--- config.mk ---
export PLATFORM = sky130hd
export DESIGN_NAME = noc_pkt_sink
export DESIGN_NICKNAME = d
export VERILOG_FILES = /design/src/rtl/noc_pkg.sv /design/src/rtl/noc_lfsr_throttle.sv /design/src/rtl/noc_pkt_sink.sv
export SDC_FILE = /design/constraint.sdc
export NUM_CORES = 1
export LEC_CHECK = 0
export BUFFER_PORTS_ARGS = -buffer_cell sky130_fd_sc_hd__buf_2
export CORE_UTILIZATION = 55
export DETAILED_ROUTE_END_ITERATION = 12
export GPL_TIMING_DRIVEN = 0
export PLACE_DENSITY_LB_ADDON = 0.3
export SLEW_MARGIN = 20
export SYNTH_ARGS = -nofsm -noshare
export SYNTH_HDL_FRONTEND = slang
export SYNTH_SLANG_ARGS = --single-unit
--- constraint.sdc ---
create_clock -name clk -period 6 [get_ports clk]
set_clock_uncertainty 0.05 [all_clocks]
set_input_delay 1.8 -clock clk [delete_from_list [all_inputs] [get_ports clk]]
set_output_delay 1.8 -clock clk [all_outputs]
set_load 0.005 [all_outputs]
--- src/rtl/noc_pkg.sv ---
// Shared NoC packet definitions: field positions, field types,
// stage-1 bundle and throttle LFSR constants (used by sink and generator).
package noc_pkg;

  localparam int PKT_W   = 32;
  localparam int SRC_MSB = 31;
  localparam int SRC_LSB = 28;
  localparam int DST_MSB = 27;
  localparam int DST_LSB = 24;
  localparam int SEQ_MSB = 23;
  localparam int SEQ_LSB = 16;
  localparam int TS_MSB  = 15;
  localparam int TS_LSB  = 0;

  typedef logic [3:0]  addr_t;
  typedef logic [7:0]  seq_t;
  typedef logic [15:0] ts_t;

  // x^16+x^14+x^13+x^11, shift-right Fibonacci form:
  // feedback = xor of bits 0,2,3,5.
  localparam logic [15:0] LFSR_SEED = 16'hACE1;
  localparam logic [15:0] LFSR_TAPS = 16'h002D;

  typedef struct packed {
    addr_t src;
    addr_t dst;
    seq_t  seq;
    ts_t   lat;
  } s1_t;

endpackage

--- src/rtl/noc_lfsr_throttle.sv ---
// Backpressure generator: 16-bit LFSR compared with STALL_RATE.
// Ports: clk, rst (sync, active-high), ready (registered).
module noc_lfsr_throttle
  import noc_pkg::*;
#(
  parameter int unsigned STALL_RATE = 0
) (
  input  logic clk,
  input  logic rst,
  output logic ready
);

  logic [15:0] lfsr;
  logic        fb;
  logic        go;

  assign fb = ^(lfsr & LFSR_TAPS);
  assign go = (STALL_RATE == 0) ||
              (lfsr[3:0] >= 4'(STALL_RATE));

  always_ff @(posedge clk) begin
    if (rst) begin
      lfsr  <= LFSR_SEED;
      ready <= 1'b0;
    end else begin
      lfsr  <= {fb, lfsr[15:1]};
      ready <= go;
    end
  end

endmodule

--- src/rtl/noc_pkt_sink.sv ---
// NoC receive endpoint: valid/ready accept, dst/src/seq checks,
// packet count + done, optional latency stats (NOC_SINK_LATENCY_EN).
// Ports: clk, rst (sync, active-high); i_data, i_data_valid,
// o_data_ready; i_cycle (timestamp base); o_rx_count, o_done;
// o_err_dest/src/seq/ovf (sticky); o_lat_min/max/sum.
module noc_pkt_sink
  import noc_pkg::*;
#(
  parameter int unsigned ADDRESS       = 0,
  parameter int unsigned NUM_PE        = 4,
  parameter int unsigned EXPECTED_PKTS = 400,
  parameter int unsigned STALL_RATE    = 0
) (
  input  logic             clk,
  input  logic             rst,
  input  logic [PKT_W-1:0] i_data,
  input  logic             i_data_valid,
  output logic             o_data_ready,
  input  logic [15:0]      i_cycle,
  output logic [31:0]      o_rx_count,
  output logic             o_done,
  output logic             o_err_dest,
  output logic             o_err_src,
  output logic             o_err_seq,
  output logic             o_err_ovf,
  output logic [15:0]      o_lat_min,
  output logic [15:0]      o_lat_max,
  output logic [31:0]      o_lat_sum
);

  localparam logic [4:0] NPE = 5'(NUM_PE);

  logic        xfer;
  logic        s1_vld;
  s1_t         s1;
  seq_t        seq_tbl [NUM_PE];
  seq_t        exp_seq;
  logic        src_ok;
  logic [31:0] rx_next;

  noc_lfsr_throttle #(
    .STALL_RATE(STALL_RATE)
  ) u_thr (
    .clk  (clk),
    .rst  (rst),
    .ready(o_data_ready)
  );

  assign xfer = i_data_valid & o_data_ready;

  always_ff @(posedge clk) begin
    if (rst) begin
      s1_vld <= 1'b0;
    end else begin
      s1_vld <= xfer;
      if (xfer) begin
        s1.src <= i_data[SRC_MSB:SRC_LSB];
        s1.dst <= i_data[DST_MSB:DST_LSB];
        s1.seq <= i_data[SEQ_MSB:SEQ_LSB];
        s1.lat <= i_cycle - i_data[TS_MSB:TS_LSB];
      end
    end
  end

  assign src_ok  = {1'b0, s1.src} < NPE;
  assign rx_next = o_rx_count + 32'd1;

  always_comb begin
    exp_seq = '0;
    for (int i = 0; i < NUM_PE; i++) begin
      if (s1.src == addr_t'(i)) exp_seq = seq_tbl[i];
    end
  end

  always_ff @(posedge clk) begin
    if (rst) begin
      o_rx_count <= '0;
      o_done     <= 1'b0;
      o_err_dest <= 1'b0;
      o_err_src  <= 1'b0;
      o_err_seq  <= 1'b0;
      o_err_ovf  <= 1'b0;
      for (int i = 0; i < NUM_PE; i++) seq_tbl[i] <= '0;
    end else if (s1_vld) begin
      o_rx_count <= rx_next;
      if (rx_next == 32'(EXPECTED_PKTS)) o_done <= 1'b1;
      if (o_done) o_err_ovf <= 1'b1;
      if (s1.dst != addr_t'(ADDRESS)) o_err_dest <= 1'b1;
      if (!src_ok) begin
        o_err_src <= 1'b1;
      end else begin
        if (s1.seq != exp_seq) o_err_seq <= 1'b1;
        // Resync: next expected follows the seq actually seen.
        for (int i = 0; i < NUM_PE; i++) begin
          if (s1.src == addr_t'(i)) seq_tbl[i] <= s1.seq + 8'd1;
        end
      end
    end
  end

`ifdef NOC_SINK_LATENCY_EN
  logic [32:0] sum_ext;

  assign sum_ext = {1'b0, o_lat_sum} + {17'b0, s1.lat};

  always_ff @(posedge clk) begin
    if (rst) begin
      o_lat_min <= 16'hFFFF;
      o_lat_max <= '0;
      o_lat_sum <= '0;
    end else if (s1_vld) begin
      if (s1.lat < o_lat_min) o_lat_min <= s1.lat;
      if (s1.lat > o_lat_max) o_lat_max <= s1.lat;
      o_lat_sum <= sum_ext[32] ? 32'hFFFF_FFFF : sum_ext[31:0];
    end
  end
`else
  logic unused_lat;

  assign unused_lat = ^s1.lat;
  assign o_lat_min  = 16'hFFFF;
  assign o_lat_max  = '0;
  assign o_lat_sum  = '0;
`endif

endmodule
==> results of run 1 <==
[worst max-delay path, delay by kind of cell]
kind,cells,cell delay (ps)
AO/OA/AOI/OAI,4,1340
buffers and inverters,1,120
AND/OR/NAND/NOR,1,230
[layout by cell type (no fill, tap or decap), types with 7 or more instances in the layout]
cell | synthesis | routed
buf_2 | 5 | 61
nor3_1 | 10 | 10
nand2_1 | 25 | 25
edfxtp_1 | 48 | 48
xnor2_1 | 21 | 21
nor4_1 | 7 | 7
clkbuf_1 | 12 | 12
and3_1 | 15 | 15
mux4_2 | 8 | 8
clkbuf_8 | 0 | 9
dfxtp_1 | 39 | 39
conb_1 | 2 | 64
buf_4 | 64 | 64
nand4_1 | 15 | 15
nand3_1 | 17 | 17
nor2_1 | 83 | 83
xor2_1 | 29 | 29
[synthesized netlist by cell type, types with 2 or more instances]
cell type	instances	area [um^2]
a211oi_1	2	15.0
nor4bb_1	4	40.0
clkbuf_1	12	45.0
o21ai_0	3	15.0
xnor2_1	21	184
buf_4	64	480
nor3_1	10	50.1
or4_1	2	15.0
nand2_1	25	93.8
inv_1	3	11.3
mux4_2	8	180
buf_1	3	11.3
nand4_1	15	93.8
a21oi_1	4	20.0
ha_1	2	25.0
dfxtp_1	39	781
and3_1	15	93.8
o32ai_1	4	35.0
conb_1	2	7.51
a31oi_1	5	31.3
and2_1	2	12.5
nand3_1	17	85.1
nor3b_1	2	15.0
nand3_2	2	20.0
or3_1	2	12.5
mux2i_1	4	40.0
and3b_1	2	17.5
nor2_1	83	312
or2_2	4	25.0
buf_2	5	25.0
nor4_1	7	43.8
o31ai_1	3	22.5
xor2_1	29	254
edfxtp_1	48	1440
o211ai_1	2	15.0
and4_1	2	17.5
[metal layers]
layer | vias up | global-route usage | wire length, um
li1 | 1803 | - | -
met1 | 1680 | 0.328 | 4310
met2 | 184 | 0.350 | 4530
met3 | 22 | 0.0395 | 841
met4 | 0 | 0.0909 | 193
met5 | - | 0 | 0
[cells by family after synthesis]
family                     after synthesis  synth area share
and+or+nand+nor                        199             0.212
other                                    2           0.00159
adders and majority gates                2           0.00529
DFF                                     87             0.470
muxes                                   12            0.0465
AOI/OAI and AO/OA                       32            0.0500
xor gates and xnor gates                50            0.0926
buffers and inverters                   88             0.122
[sequential cells by signal (all words and copies together) (netlist names)]
| name | cells |
|---|---|
| s1_vld | 1 |
| s1 | 16 |
| o_done | 1 |
| o_err_src | 1 |
| seq_tbl | 32 |
| o_err_seq | 1 |
| u_thr.ready | 1 |
| o_err_dest | 1 |
| o_rx_count | 32 |
| o_err_ovf | 1 |
[power by group]
group / internal (uW) / total (uW) / switching, uW
clock network: 282 / 502 / 220
registers: 638 / 645 / 6.63
logic: 44.0 / 87.9 / 43.9
total: 965 / 1240 / 271
[worst max path at each step]
| stage | depth (start not counted) | from | endpoint |
|---|---|---|---|
| after CTS | 6 | rst | o_done |
| after floorplan | 5 | rst | o_done |
| final | 6 | rst | o_done |
| after detailed placement | 6 | rst | o_done |
| after global routing | 6 | rst | o_done |
| after global placement | 6 | rst | o_done |
[through the flow]
step,setup slack (ps),total power [uW]
floorplan,2920,725
global placement,2420,742
detailed placement,2380,744
CTS,2750,1240
global route,2690,1280
finish,2720,1240
[area by class of cell]
class	count	area, um^2
fill	664	2620
sequential	87	2220
multi-input combinational	359	2170
buffer	84	562
timing repair buffer	56	280
tap	105	131
clock inverter	7	128
clock buffer	9	124
inverter	4	15.0
==> impl_metrics.env, run 1 <==
export IMPL_viasPerCell=5.19
export IMPL_power_density_nw_per_um2=219
export IMPL_setup_tns_final_ps=0
export IMPL_synth_edf_count=48
export IMPL_syn_area_um2=4730
export IMPL_core_area_um2=8260
export IMPL_cts_htree_levels=3
export IMPL_cp_cell_sequence="buf_2 -> nor4_1 -> o221ai_1 -> a2111oi_0 -> o211ai_1 -> o41ai_2"
export IMPL_maxSlewViolCount=0
export IMPL_seq_area_frac_synth=0.470
export IMPL_post_cts_buffers=0
export IMPL_hold_class="reg -> reg"
export IMPL_criticalPathCategory="in -> reg"
export IMPL_yosysWarnings=0
export IMPL_finalHoldViolCount=0
export IMPL_cts_sinks=87
export IMPL_cts_root_buffer="clkbuf_8"
export IMPL_whs_path_depth=2
export IMPL_stdcell_count=711
export IMPL_syn_inst=472
export IMPL_hpwl_um=7200
export IMPL_setup_viol=0
export IMPL_cts_tree="done"
export IMPL_cp_start_kind="input pin"
export IMPL_postLayoutCoreUtil=0.683
export IMPL_drive_above_1_share=0.266
export IMPL_initial_core_util=0.573
export IMPL_placed_cell_area_um2=5390
export IMPL_hold_path_startpoint="o_err_dest"
export IMPL_required_ps=6200
export IMPL_crit_fanout=3
export IMPL_worst_skew_pair_late_latency_ps=350
export IMPL_grt_max_degree=17
export IMPL_hold_end="o_err_dest"
export IMPL_overflow=0
export IMPL_rr_endpoint="o_done"
export IMPL_io_buffers=56
export IMPL_crit_path_max_incr_delay_ps=580
export IMPL_cts_buffers=9
export IMPL_grt_pass1_wl_um=15800
export IMPL_grtUsageTotal=0.230
export IMPL_reg2reg_depth=7
export IMPL_finalCritPeriodShare=0.547
export IMPL_final_min_clock_period_ps=3280
export IMPL_io_pins=153
export IMPL_antenna_found_initial=0
export IMPL_ir_drop_mv=0.168
export IMPL_drc_errors=0
export IMPL_synthArstFlopShare=0
export IMPL_area_growth_pct=19.1
export IMPL_dieArea_um2=8980
export IMPL_synth_seq_cells=87
export IMPL_max_cap_viol_count=0
export IMPL_dp_cells=695
export IMPL_endpoint_kind="register"
export IMPL_rr_startpoint="o_rx_count[0]"
export IMPL_antenna_cells=0
export IMPL_r2r_slack_ps=2850
export IMPL_rows=33
export IMPL_p_leak_uw=0.00240
export IMPL_fp_dieH_um=94.7
export IMPL_ctsHoldBuffers=0
export IMPL_antenna_left=0
export IMPL_num_vias=3689
export IMPL_finish_net_count=654
export IMPL_rsz0062_at_grt="no"
export IMPL_drt_wl_total_um=9880
export IMPL_clk_pin_slew_ps=90
export IMPL_status="completed"
export IMPL_worst_slew_pin_slew_ps=981
export IMPL_slew_headroom=0.342
export IMPL_grt_pass1_vias=3254
export IMPL_crit_arrival_ps=3480
export IMPL_fmax_mhz=305
export IMPL_syn_area_per_cell_um2=10.0
export IMPL_fin_area_um2=5640
export IMPL_synth_cell_type_count=51
export IMPL_synth_main_ff_cell="edfxtp_1"
export IMPL_wl_per_cell_um=13.9
export IMPL_cts_resized_gates=0
export IMPL_gp_congestion=0.940
export IMPL_drt_iter0_drc=242
export IMPL_cts_buffer_depth=2
export IMPL_crit_slowest_cell="a2111oi_0"
export IMPL_fp_dieW_um=94.7
export IMPL_firstDrtPassIters=5
export IMPL_hold_slack_ps=432
No activity file was read; power rests on OpenSTA's default activity.
==> run 2: changes to the inputs <==
ABC_AREA = 1   (was not set)
CORE_UTILIZATION = 53   (was 55)
clock period = 3.1 ns   (was 6 ns; I/O delays follow)
==> run 2 against run 1 <==
Net effect: critical path depth grew 7; worst hold slack worse by 28 ps; first-iteration DRC count is 13% higher; via count is 27% higher; total power rose by 100%; combinational power rose to 3.0 times the previous value; non-clock buffer count fell by 9; global-route usage up 3.2 points; sequential share of layout area shrank 3.0 points; cell count grew 36%; final area up 8.3%; largest power group unchanged; highest routed layer unchanged.
==> impl_metrics.env, run 2 <==
export IMPL_synth_seq_cells=87
export IMPL_clk_pin_slew_ps=90
export IMPL_maxSlewViolCount=0
export IMPL_yosysWarnings=0
export IMPL_worst_slew_pin_slew_ps=818
export IMPL_yosysMostFrequentCell="nand2_1"
export IMPL_dp_cells=949
export IMPL_grt_max_degree=17
export IMPL_seq_area_frac_synth=0.427
export IMPL_fp_dieH_um=101
export IMPL_rows=35
export IMPL_fp_dieW_um=101
export IMPL_overflow=0
export IMPL_io_buffers=55
export IMPL_dieArea_um2=10200
export IMPL_crit_arrival_ps=2620
export IMPL_drt_iter0_drc=274
export IMPL_critPathLaunch="o_rx_count[0]"
export IMPL_rr_startpoint="o_rx_count[0]"
export IMPL_hold_class="reg -> reg"
export IMPL_status="completed"
export IMPL_cts_htree_levels=3
export IMPL_grtUsageTotal=0.262
export IMPL_p_leak_uw=0.00297
export IMPL_cts_buffer_depth=2
export IMPL_wl_per_cell_um=13.4
export IMPL_cp_start_kind="register"
export IMPL_gp_congestion=0.978
export IMPL_core_area_um2=9370
export IMPL_seq_area_um2=2220
export IMPL_hold_path_startpoint="o_err_seq"
export IMPL_cts_root_buffer="clkbuf_8"
export IMPL_hpwl_um=10000
export IMPL_endpoint_kind="register"
export IMPL_syn_area_per_cell_um2=7.40
export IMPL_ctsHoldBuffers=0
export IMPL_firstDrtPassIters=5
export IMPL_worst_skew_pair_late_latency_ps=370
export IMPL_final_min_clock_period_ps=2370
export IMPL_top_regs="o_rx_count (32), seq_tbl (32), s1 (16)"
export IMPL_finalCritPeriodShare=0.764
export IMPL_drive_above_1_share=0.190
export IMPL_cts_sinks=87
export IMPL_fillCellCount=905
export IMPL_stdcell_count=965
export IMPL_initial_core_util=0.555
export IMPL_fmax_mhz=422
export IMPL_syn_area_um2=5200
export IMPL_grt_pass1_vias=4201
export IMPL_synth_cell_type_count=34
export IMPL_antenna_left=0
export IMPL_cts_buffers=9
export IMPL_post_cts_buffers=0
export IMPL_cts_tree="done"
export IMPL_antenna_found_initial=0
export IMPL_synth_commonest_cells="nand2_1 (164), inv_1 (102), nor2_1 (102), buf_4 (64), nand3_1 (50)"
export IMPL_synth_edf_count=48
export IMPL_finalHoldViolCount=0
export IMPL_setup_viol=0
export IMPL_grt_pass1_wl_um=20300
export IMPL_final_common_cell="nand2_1"
export IMPL_synth_area_top_cells="edfxtp_1 (28%), dfxtp_1 (15%), nand2_1 (12%)"
export IMPL_slew_headroom=0.451
export IMPL_crit_fanout=7
export IMPL_antenna_cells=0
export IMPL_io_pins=153
export IMPL_viasPerCell=4.87
export IMPL_syn_inst=703
export IMPL_rsz0062_at_grt="no"
export IMPL_area_growth_pct=17.4
export IMPL_netlist_area_leader_share=0.277
export IMPL_drt_wl_total_um=12900
export IMPL_ir_drop_mv=0.397
export IMPL_max_cap_viol_count=0
export IMPL_cts_resized_gates=0
export IMPL_num_vias=4698
export IMPL_criticalPathCategory="reg -> reg"
export IMPL_synth_main_ff_cell="edfxtp_1"
export IMPL_required_ps=3350
export IMPL_power_density_nw_per_um2=409
export IMPL_synthArstFlopShare=0
export IMPL_multi_input_area_um2=2280
export IMPL_finish_net_count=884
export IMPL_yosysTopAreaCell="edfxtp_1"
export IMPL_setup_tns_final_ps=0
export IMPL_drc_errors=0
export IMPL_layout_common_cells="nand2_1 (164), inv_1 (102), nor2_1 (101)"
[run 2: cell count changes in the layout (fill, tap and decap cells not counted), sizes merged, moves of 8 or more]
cell	previous run	this run
nand2	25	170
inv	5	106
nand3	19	51
nor2	83	113
o21ai	3	29
xnor2	21	2
a21oi	4	22
and3	15	0
xor2	29	16
mux4	8	0
nand4	16	8
nor4	8	0
o211ai	2	10
[run 2: critical path, stage by stage, from the launching register on]
cell and delay (ps):
dfxtp_1 470, ha_1 300, nand2_2 140, nor2_4 250, nand3_1 190, nand2_1 140
nand3_1 110, nor2_2 110, nand2_1 70, nor2_2 110, nand2_1 70, nor2_1 110
nand2_1 80, a21oi_2 110
[run 2: routing by layer]
layer	share of wire	up-vias	GRT usage
li1	-	2351	-
met1	0.45	2112	0.359
met2	0.46	220	0.419
met3	0.079	15	0.0430
met4	0.012	0	0.0925
met5	0	-	0
[run 2: cells by family (layout without fill, tap and decap cells)]
logic type	Yosys count	count (layout)	share of synthesized area
flops	87	87	0.427
other cells	2	64	0.00144
simple gates	350	350	0.288
fa+ha+maj	2	2	0.00481
buf+inv	180	251	0.179
xor+xnor	18	18	0.0303
compound gates	64	64	0.0688
[run 2: power breakdown]
| group | switching, uW | internal (uW) | leakage (uW) |
|---|---|---|---|
| clock | 450 | 489 | 0.000119 |
| combinational | 147 | 117 | 0.00204 |
| sequential | 40.6 | 1250 | 0.000809 |
[run 2: final timing paths]
path,slack [ps],to,depth (start not counted)
worst min-delay path,400,o_err_seq,2
worst max-delay path,730,o_done,13
worst min register to register,400,o_err_seq,2
worst max register to register,730,o_done,13
[run 2: cell type report]
type                    count  share of cell area
flip-flops and latches     87               0.364
repair buffers             55              0.0451
clock buffers              10              0.0225
well taps                 129              0.0264
plain buffers              76              0.0887
clock inverters             6              0.0160
inverters                 104              0.0639
multi-input cells         498               0.373
[run 2: through the flow]
| stage | instance area [um^2] | total power, uW | hold WS (ps) | utilization | worst slack [ps] |
|---|---|---|---|---|---|
| after detailed placement | 5870 | 1580 | 391 | 0.627 | 425 |
| after global routing | 6110 | 2580 | 426 | 0.652 | 520 |
| after CTS | 6110 | 2500 | 405 | 0.652 | 411 |
| after global placement | 5870 | 1570 | 392 | 0.626 | 514 |
| after floorplan | 5430 | 1500 | 394 | - | 772 |
| final | 6110 | 2500 | 404 | 0.652 | 733 |
